## src/rtl/core_pkg.sv

```systemverilog
// Shared core definitions: datapath width, PC-source codes, NOP encoding and
// the fetch FSM state type. Build option: MISALIGN_TRAP_EN adds the FAULT state.
package core_pkg;

    localparam int XLEN_DEF = 32;

    localparam logic [1:0] PCSRC_SEQ  = 2'b00;
    localparam logic [1:0] PCSRC_JAL  = 2'b01;
    localparam logic [1:0] PCSRC_JALR = 2'b10;

    // ADDI x0, x0, 0
    localparam logic [31:0] NOP_INSTR = 32'h0000_0013;

    typedef enum logic [1:0] {
        IDLE  = 2'd0,
        FETCH = 2'd1,
        ISSUE = 2'd2
`ifdef MISALIGN_TRAP_EN
        ,
        FAULT = 2'd3
`endif
    } fetch_state_t;

endpackage

```

## src/rtl/next_pc_calc.sv

```systemverilog
// Combinational next-PC selection: JALR, JAL, taken branch, then sequential.
// All arithmetic wraps at XLEN bits.
module next_pc_calc
    import core_pkg::*;
#(
    parameter int XLEN = XLEN_DEF
) (
    input  logic [XLEN-1:0] pc,
    input  logic [1:0]      pcsrc,
    input  logic            branch,
    input  logic            zero,
    input  logic [XLEN-1:0] imm,
    input  logic [XLEN-1:0] rs1_val,
    output logic [XLEN-1:0] next_pc
);

    logic [XLEN-1:0] jalr_sum;
    logic [XLEN-1:0] pc_rel;
    logic [XLEN-1:0] pc_seq;

    assign jalr_sum = rs1_val + imm;
    assign pc_rel   = pc + imm;
    assign pc_seq   = pc + XLEN'(4);

    // Priority mux; the reserved pcsrc code falls through to branch/sequential.
    always_comb begin
        next_pc = pc_seq;
        if (pcsrc == PCSRC_JALR) begin
            next_pc = jalr_sum & ~XLEN'(1);
        end else if (pcsrc == PCSRC_JAL) begin
            next_pc = pc_rel;
        end else if (branch && zero) begin
            next_pc = pc_rel;
        end
    end

endmodule

```

## src/rtl/fetch_unit.sv

```systemverilog
// RV32I instruction fetch and PC sequencing. Owns the PC, fetches over a
// req/ack handshake, holds the instruction for the control unit and loads the
// next PC when the datapath signals completion.
// Build option: MISALIGN_TRAP_EN traps misaligned targets into FAULT
// (adds the fetch_fault port); otherwise target bits [1:0] are cleared.
//
// state | meaning
// IDLE  | one cycle after reset before the first fetch
// FETCH | imem_req high at pc, waiting for imem_ack
// ISSUE | instr valid for execution, waiting for advance
// FAULT | misaligned target seen, parked until reset (MISALIGN_TRAP_EN only)
module fetch_unit
    import core_pkg::*;
#(
    parameter int              XLEN     = XLEN_DEF,
    parameter logic [XLEN-1:0] RESET_PC = '0,
    parameter int              CNT_W    = 32
) (
    input  logic             clk,
    input  logic             rst,
    output logic             imem_req,
    output logic [XLEN-1:0]  imem_addr,
    input  logic             imem_ack,
    input  logic [31:0]      imem_rdata,
    output logic [31:0]      instr,
    output logic [6:0]       opcode,
    output logic [2:0]       func3,
    output logic [6:0]       func7,
    output logic             instr_valid,
    output logic [XLEN-1:0]  pc,
    output logic [XLEN-1:0]  pc_plus4,
    input  logic             advance,
    input  logic [1:0]       pcsrc,
    input  logic             branch,
    input  logic             zero,
    input  logic [XLEN-1:0]  imm,
    input  logic [XLEN-1:0]  rs1_val,
    output logic [CNT_W-1:0] instret
`ifdef MISALIGN_TRAP_EN
    ,
    output logic             fetch_fault
`endif
);

    fetch_state_t    state;
    fetch_state_t    state_nx;
    logic [XLEN-1:0] next_pc;
    logic [XLEN-1:0] pc_load;
    logic            ld_instr;
    logic            ld_pc;

    next_pc_calc #(.XLEN(XLEN)) u_next_pc_calc (
        .pc      (pc),
        .pcsrc   (pcsrc),
        .branch  (branch),
        .zero    (zero),
        .imm     (imm),
        .rs1_val (rs1_val),
        .next_pc (next_pc)
    );

`ifdef MISALIGN_TRAP_EN
    logic misaligned;
    logic fault;

    assign misaligned  = |next_pc[1:0];
    assign pc_load     = next_pc;
    assign fetch_fault = fault;
`else
    assign pc_load = next_pc & ~XLEN'(3);
`endif

    assign imem_addr = pc;
    assign pc_plus4  = pc + XLEN'(4);
    assign opcode    = instr[6:0];
    assign func3     = instr[14:12];
    assign func7     = instr[31:25];

    // Next-state decode and handshake outputs; ack and advance only matter in their own state.
    always_comb begin
        state_nx    = state;
        ld_instr    = 1'b0;
        ld_pc       = 1'b0;
        imem_req    = 1'b0;
        instr_valid = 1'b0;
`ifdef MISALIGN_TRAP_EN
        fault       = 1'b0;
`endif
        case (state)
            IDLE: begin
                state_nx = FETCH;
            end
            FETCH: begin
                imem_req = 1'b1;
                if (imem_ack) begin
                    ld_instr = 1'b1;
                    state_nx = ISSUE;
                end
            end
            ISSUE: begin
                instr_valid = 1'b1;
                if (advance) begin
`ifdef MISALIGN_TRAP_EN
                    if (misaligned) begin
                        state_nx = FAULT;
                    end else begin
                        ld_pc    = 1'b1;
                        state_nx = FETCH;
                    end
`else
                    ld_pc    = 1'b1;
                    state_nx = FETCH;
`endif
                end
            end
`ifdef MISALIGN_TRAP_EN
            FAULT: begin
                fault = 1'b1;
            end
`endif
            default: begin
                state_nx = IDLE;
            end
        endcase
    end

    // State, PC, held instruction and retire counter; reset overrides every load.
    always_ff @(posedge clk) begin
        if (rst) begin
            state   <= IDLE;
            pc      <= RESET_PC;
            instr   <= NOP_INSTR;
            instret <= '0;
        end else begin
            state <= state_nx;
            if (ld_instr) begin
                instr <= imem_rdata;
            end
            if (ld_pc) begin
                pc      <= pc_load;
                instret <= instret + CNT_W'(1);
            end
        end
    end

endmodule

```

## config.mk

```make
export PLATFORM = sky130hd
export DESIGN_NAME = fetch_unit
export DESIGN_NICKNAME = d
export VERILOG_FILES = /design/src/rtl/core_pkg.sv /design/src/rtl/next_pc_calc.sv /design/src/rtl/fetch_unit.sv
export SDC_FILE = /design/constraint.sdc
export NUM_CORES = 1
export LEC_CHECK = 0
export BUFFER_PORTS_ARGS = -buffer_cell sky130_fd_sc_hd__buf_2
export CORE_MARGIN = 1
export CORE_UTILIZATION = 50
export DETAILED_ROUTE_END_ITERATION = 10
export HOLD_SLACK_MARGIN = 0.02
export PLACE_DENSITY = 0.89
export SLEW_MARGIN = 25
export SYNTH_ARGS = -nofsm -noshare
export SYNTH_HDL_FRONTEND = slang
export SYNTH_HIERARCHICAL = 1
export SYNTH_SLANG_ARGS = --single-unit
```

## constraint.sdc

```tcl
create_clock -name clk -period 5.7 [get_ports clk]
set_input_delay 0.57 -clock clk [delete_from_list [all_inputs] [get_ports clk]]
set_output_delay 0.57 -clock clk [all_outputs]
set_load 0.1 [all_outputs]
```

Word level (Yosys, flattened, before mapping)
Cells that the tools add are included.
{"block": "word_totals", "in_bits": 104, "out_inout_bits": 179, "elab_cells": 29, "regBits": 96}
{"block": "op_classes", "add_sub_neg": 4, "eq_ne": 6, "n_mux": 12, "n_reduce_logical": 3}
{"operator": "$mux 32", "n": 3}
{"operator": "$add 32x32->32", "n": 2}
{"operator": "$add 32x1->32 const B", "n": 1}
{"operator": "$add 32x3->32 const B", "n": 1}
{"operator": "$mux 1", "n": 6}
{"operator": "$pmux 2 s3", "n": 1}
{"operator": "$eq 2x1->1 const B", "n": 2}
{"operator": "$eq 2x2->1 const B", "n": 2}
{"operator": "$mux 2", "n": 2}
{"operator": "$ne 2x2->1 const B", "n": 2}
{"operator": "$logic_not 2->1", "n": 1}
{"operator": "$reduce_and 2->1", "n": 1}
{"operator": "$logic_and 1x1->1", "n": 1}

Longest topological paths before layout
Gate-level depths: netlist of run 1.
{"block": "depth", "word_depth": 4, "depth_mapped": 12}

Modules after synthesis
The synthesis of run 1 kept the hierarchy.
{"module": "fetch_unit", "instances": 1, "seq_area_each_um2": 1921.8, "area_per_inst_um2": 4687.0, "cells_per_inst": 602}
{"module": "next_pc_calc", "instances": 1, "seq_area_each_um2": 0.0, "area_per_inst_um2": 4596.9, "cells_per_inst": 664}

Least setup slack after synthesis of run 1
No wires, ideal clock.
{"block": "synth_path", "path_type": "register to output", "startpoint": "register pc[13] (netlist: imem_addr[13])", "endpoint": "output port pc_plus4[28]", "arrival_ns": 3.931, "required_time_ns": 5.130, "path_slack_ns": 1.199, "stages_incl_launch_ff": 6, "cell_sequence": "dfxtp_1 -> nand4_1 -> or4_1 -> clkbuf_1 -> nor3_1 -> xor2_1"}
{"block": "synth_between", "elab_chain_len": 1}
{"element": "from (decl)", "line_no": "fetch_unit.sv:30", "rtl": "output logic [XLEN-1:0] pc,"}
{"element": "from (signal assigned)", "line_no": "fetch_unit.sv:140", "rtl": "pc <= pc_load;"}
{"element": "$add 32x3->32", "line_no": "fetch_unit.sv:74", "rtl": "assign pc_plus4 = pc + XLEN'(4);"}
{"element": "to (decl)", "line_no": "fetch_unit.sv:31", "rtl": "output logic [XLEN-1:0] pc_plus4,"}
No other way between the ends.

Worst setup path in the final report of run 1
{"block": "layout_path", "startpoint": "register pc[13] (netlist: imem_addr[13])", "endpoint": "output port pc_plus4[29]"}
The elaborated chain is that of the path after synthesis.

==> impl_metrics.json, run 1 <==
{
  "status": "completed",
  "cts.repair.resized": 0,
  "worstSetupEndpointType": "output port",
  "skew_ns": 0.0108,
  "vias": 10070,
  "finalSetupViolCount": 0,
  "finalCritPeriodShare_pct": 65.4,
  "seq_power_share_pct": 34.1,
  "start_util_pct": 51.3,
  "avgSynthCellArea_um2": 7.35,
  "rsz0062_at_grt": "false",
  "finalHoldViolCount": 0,
  "chipWidth_um": 138,
  "power_density_mw_per_mm2": 194,
  "worst_pin_slew_ns": 1.02,
  "power_frac_clock_pct": 31.7,
  "drc": 0,
  "core-area_mm2": 0.0180,
  "gr-total-overflow": 0,
  "clkTransAtPathRegs_ns": 0.07,
  "antenna_found_initial": 0,
  "crit_required_ns": 5.13,
  "globalplace.congestion": 1.01,
  "drt_iter0_markers": 829,
  "hold_slack_ns": 0.434,
  "finalWirelength_um": 28300,
  "drtAntennaViolNets": 0,
  "clock-sinks": 96,
  "slowest_stage": "or4_1",
  "n_antenna_cell": 0,
  "grt_pass1_vias": 9201,
  "min_period_ns": 3.73,
  "drive_above_1_share_pct": 23.1,
  "ir_drop_v": 0.000189,
  "dr.pass1.iters": 5,
  "clock_path_buffers": 2,
  "leakage_nw": 4.78,
  "postLayoutCoreUtil_pct": 59.1,
  "hold_buffers": 0,
  "cp_num_buf_inv": 1,
  "nets": 1618,
  "final_max_slew_viol_count": 0,
  "die_height_um": 138,
  "relSlewSlack_pct": 32.3,
  "power.switching_mw": 0.813,
  "cp-start-kind": "register",
  "combPwrFrac_pct": 34.2,
  "post-place-ws_ns": 2.34,
  "grtUsageTotal_pct": 28.6,
  "crit_family": "simple AND/OR/NAND/NOR gates",
  "cp_max_fo": 13,
  "area_growth_pct": 15.1,
  "io_buffer_count": 276,
  "cp_cell_sequence": "nand4_1, or4_1, nor3b_1, xor2_1, buf_2",
  "max_freq_ghz": 0.268,
  "stdcell_count": 1682,
  "crit_path_max_incr_delay_ns": 0.73,
  "tns_ns": 0,
  "cts-root-buf": "clkbuf_16",
  "synth.cell_area_mm2": 0.00925,
  "clock_latency_ns": 0.34,
  "layout_setup_ws_ns": 1.97,
  "grt_pass1_wl_um": 45500,
  "worst-r2r-setup-slack_ns": 2.30,
  "synthCells": 1259,
  "crit_arrival_ns": 3.16,
  "htreeDepth": 3,
  "io_pins": 283,
  "p_sw_share_pct": 39.3,
  "hp-class": "in2reg",
  "routedWlPerCell_um": 16.8,
  "cts_setup_buffers": 0,
  "rows": 49,
  "hpwl_um": 21300,
  "p_int_mw": 1.26,
  "yosys_warnings": 6,
  "die_area_mm2": 0.0191,
  "cts_buffers": 9,
  "drv_cap": 0,
  "crit_type": "reg2out",
  "grt_start_max_net_pins": 98,
  "placed_cells": 1666,
  "cts_tree": "yes",
  "vias_per_cell": 5.99
}
sequential cells by signal, indices dropped and copies added (netlist names):
register and flops:
state 2, imem_addr 30, instr 32, instret 32
layer usage:
| layer | routed length, um | global-route usage (%) |
|---|---|---|
| met3 | 2860 | 5.61 |
| met5 | 0 | 0 |
| met1 | 11800 | 38.0 |
| met4 | 567 | 8.79 |
| met2 | 13000 | 46.4 |
power by group through the flow:
stage	Clock, mW	Sequential, mW	Combinational (mW)
finish	0.656	0.707	0.707
global route	0.693	0.709	0.755
CTS	0.667	0.706	0.695
detailed placement	0	0.722	0.692
global placement	0	0.721	0.686
floorplan	0	0.825	0.456
cell usage in the layout, fill, tap and decap left out, types with 10 or more instances in the layout:
cell type and count:
buf_2 276, nand2_1 209, a21oi_1 151, dfxtp_1 96
nor2_1 77, ha_1 64, xnor2_1 57, xor2_1 45
o21ai_0 44, nand4_1 34, nand3_1 33, inv_1 30
nor3_1 27, o31ai_1 25, or4_1 21, o211ai_1 20
a21o_1 17, mux2i_1 13, a211oi_1 12, nor2b_1 10
and2_1 10, or3_1 10
worst reg2reg max path, delay by kind of cell, from the launching register on:
kind                       cells  cell delay, ns
AOI/OAI and AO/OA              7            1.42
and+or+nand+nor                2            0.48
adders and majority gates      1            0.37
DFF                            1            0.63
muxes                          1            0.35
per-stage QoR:
step,instance area [um^2],power [mW]
floorplan,9280,1.28
CTS,10600,2.07
global route,10600,2.16
finish,10600,2.07
global placement,10300,1.41
detailed placement,10300,1.41
path summary, 6_finish.rpt:
check                                                 from                         end  depth (start not counted)
worst max register to register   imem_addr[4]$_SDFFE_PP0P_  imem_addr[29]$_SDFFE_PP0P_                         11
worst max-delay path            imem_addr[13]$_SDFFE_PP0P_                pc_plus4[29]                          5
worst min register to register      instr[15]$_SDFFE_PP0P_      instr[15]$_SDFFE_PP0P_                          2
worst min-delay path                         imem_rdata[1]       instr[1]$_SDFFE_PP1P_                          3
layout make-up:
cell class                      instances  area, um^2
Sequential cell                        96        1920
Clock buffer                           11         253
Tap cell                              229         287
Timing Repair Buffer                  282        1430
Inverter                               30         113
Multi-Input combinational cell       1029        6580
Fill cell                            1646        7380
Clock inverter                          5        70.1
Note: power is estimated with default switching activity, not from simulation.
==> inputs of run 2 (changes only) <==
--- a/config.mk
+++ b/config.mk
@@ -5,12 +5,13 @@
 export SDC_FILE = /design/constraint.sdc
 export NUM_CORES = 1
 export LEC_CHECK = 0
+export ABC_AREA = 1
 export BUFFER_PORTS_ARGS = -buffer_cell sky130_fd_sc_hd__buf_2
 export CORE_MARGIN = 1
 export CORE_UTILIZATION = 50
 export DETAILED_ROUTE_END_ITERATION = 10
 export HOLD_SLACK_MARGIN = 0.02
-export PLACE_DENSITY = 0.89
+export PLACE_DENSITY = 0.91
 export SLEW_MARGIN = 25
 export SYNTH_ARGS = -nofsm -noshare
 export SYNTH_HDL_FRONTEND = slang
==> constraint.sdc (replaced) <==
create_clock -name clk -period 3.25 [get_ports clk]
set_input_delay 0.325 -clock clk [delete_from_list [all_inputs] [get_ports clk]]
set_output_delay 0.325 -clock clk [all_outputs]
set_load 0.1 [all_outputs]
==> run 2 against run 1 <==
Effect of this change:
- critical endpoint is now pc_plus4[23]
- critical path depth up 1
- clock-buffer cell count down 2
- die area up 13%
- sequential power up 77%
- clock power up 68%
- global-route usage up 8.4 points
- sequential share of layout area down 2.5 points
- combinational power up 110%
- largest cell class unchanged
- sequential cell count unchanged
- core utilization up 1.7 points
- routed wire length up 42%
==> impl_metrics.json, run 2 <==
{
  "chipWidth_um": 147,
  "power.switching_mw": 1.71,
  "drv_cap": 0,
  "die_height_um": 147,
  "drt_iter0_markers": 1215,
  "n_antenna_cell": 0,
  "clock-sinks": 96,
  "drc": 0,
  "grt_pass1_wl_um": 62100,
  "cts_tree": "yes",
  "finalCritPeriodShare_pct": 94.8,
  "hpwl_um": 33100,
  "clkTransAtPathRegs_ns": 0.08,
  "min_to": "instr[1]$_SDFFE_PP1P_",
  "grtUsageTotal_pct": 37.0,
  "power.total_mw": 3.83,
  "finalHoldViolCount": 0,
  "area_growth_pct": 18.2,
  "mostFrequentLayoutCell": "nand2_1",
  "grt_pass1_vias": 11794,
  "worstSetupEndpointType": "output port",
  "crit_arrival_ns": 2.76,
  "power_density_mw_per_mm2": 309,
  "final_cell_mix": "559 x nand2_1, 276 x buf_2, 216 x inv_1",
  "clock_path_buffers": 2,
  "cts_setup_buffers": 0,
  "dr.pass1.iters": 8,
  "hold_depth": 3,
  "worst_pin_slew_ns": 0.719,
  "vias_per_cell": 5.54,
  "globalplace.congestion": 1.01,
  "r2r-end": "imem_addr[28]$_SDFFE_PP0P_",
  "clock_latency_ns": 0.36,
  "regToRegStartpoint": "imem_addr[11]$_SDFFE_PP0P_",
  "worst-r2r-setup-slack_ns": 0.69,
  "synth.cell_area_mm2": 0.0105,
  "finalWirelength_um": 40300,
  "hp-class": "in2reg",
  "drive_above_1_share_pct": 19.2,
  "seq_power_share_pct": 32.6,
  "regArea_mm2": 0.00193,
  "power_frac_clock_pct": 28.7,
  "reg2regPathDepth": 15,
  "combPwrFrac_pct": 38.7,
  "finalSetupViolCount": 0,
  "core-area_mm2": 0.0204,
  "ir_drop_v": 0.000214,
  "nFillCells": 2020,
  "skew_ns": 0.0139,
  "vias": 12876,
  "crit_required_ns": 2.92,
  "stdcell_count": 2325,
  "cp-start-kind": "register",
  "htreeDepth": 3,
  "p_int_mw": 2.12,
  "rows": 52,
  "die_area_mm2": 0.0215,
  "grt_start_max_net_pins": 52,
  "cts_buffers": 9,
  "status": "completed",
  "p_sw_share_pct": 44.6,
  "routedWlPerCell_um": 17.3,
  "leakage_nw": 6.31,
  "relSlewSlack_pct": 52.0,
  "multiInputGateArea_mm2": 0.00736,
  "antenna_found_initial": 0,
  "max_freq_ghz": 0.325,
  "min_period_ns": 3.08,
  "cts.repair.resized": 0,
  "start_util_pct": 51.4,
  "synthCells": 1816,
  "cp_max_fo": 11,
  "drtAntennaViolNets": 0,
  "avgSynthCellArea_um2": 5.76,
  "io_buffer_count": 276,
  "gr-total-overflow": 0,
  "min_from": "imem_rdata[1]",
  "crit_type": "reg2out",
  "final_max_slew_viol_count": 0,
  "rsz0062_at_grt": "false",
  "yosys_warnings": 6,
  "nets": 2220,
  "hold_buffers": 0,
  "cts-root-buf": "clkbuf_16",
  "placed_cells": 2309,
  "io_pins": 283
}
==> run 2: worst max path at each step <==
stage / slack (ns) / start / depth (start not counted) / endpoint
finish: 0.17 / imem_addr[13]$_SDFFE_PP0P_ / 6 / pc_plus4[23]
floorplan: -0.28 / imem_addr[4]$_SDFFE_PP0P_ / 5 / pc_plus4[9]
CTS: 0.22 / imem_addr[3]$_SDFFE_PP0P_ / 9 / pc_plus4[18]
global route: 0.06 / imem_addr[3]$_SDFFE_PP0P_ / 9 / pc_plus4[18]
detailed placement: 0.62 / imm[1] / 15 / imem_addr[22]$_SDFFE_PP0P_
global placement: 0.66 / imem_addr[13]$_SDFFE_PP0P_ / 6 / pc_plus4[23]
==> run 2: layout make-up <==
cell class,instances,area share [%]
multi-input cells,1413,59.5
well taps,270,2.73
clock inverters,7,0.657
flip-flops and latches,96,15.6
repair buffers,304,12.9
inverters,226,6.86
clock buffers,9,1.82
==> run 2: critical path, stage by stage (launching register included) <==
cell and delay (ns):
dfxtp_1 0.67, nand2_1 0.22, nor2_1 0.30, nand4_1 0.30, nor2_1 0.25, xor2_2 0.19, buf_2 0.45
==> run 2: stage by stage <==
stage	cell area, um^2	TNS (ns)	util [%]	worst slack, ns	hold WS [ns]
4_1_cts	12400	0	60.7	0.224	0.146
3_5_place_dp	12100	0	59.2	0.625	0.456
3_3_place_gp	12100	0	59.2	0.661	0.451
2_1_floorplan	10700	-0.462	-	-0.285	0.438
6_report	12400	0	60.7	0.170	0.157
5_1_grt	12400	0	60.7	0.0589	0.169
==> run 2: power by group through the flow <==
stage | Clock, mW | Combinational (mW) | Sequential (mW)
floorplan | 0 | 0.907 | 1.48
global placement | 0 | 1.44 | 1.27
detailed placement | 0 | 1.45 | 1.27
CTS | 1.12 | 1.46 | 1.24
global route | 1.16 | 1.58 | 1.25
finish | 1.10 | 1.48 | 1.25
==> run 2: routing by layer <==
metal	global-route usage, %	up-vias	part of all wire [%]
li1	-	6271	-
met1	45.1	5670	40
met2	59.1	778	44
met3	6.94	157	9.7
met4	24.8	0	6.8
met5	0	-	0
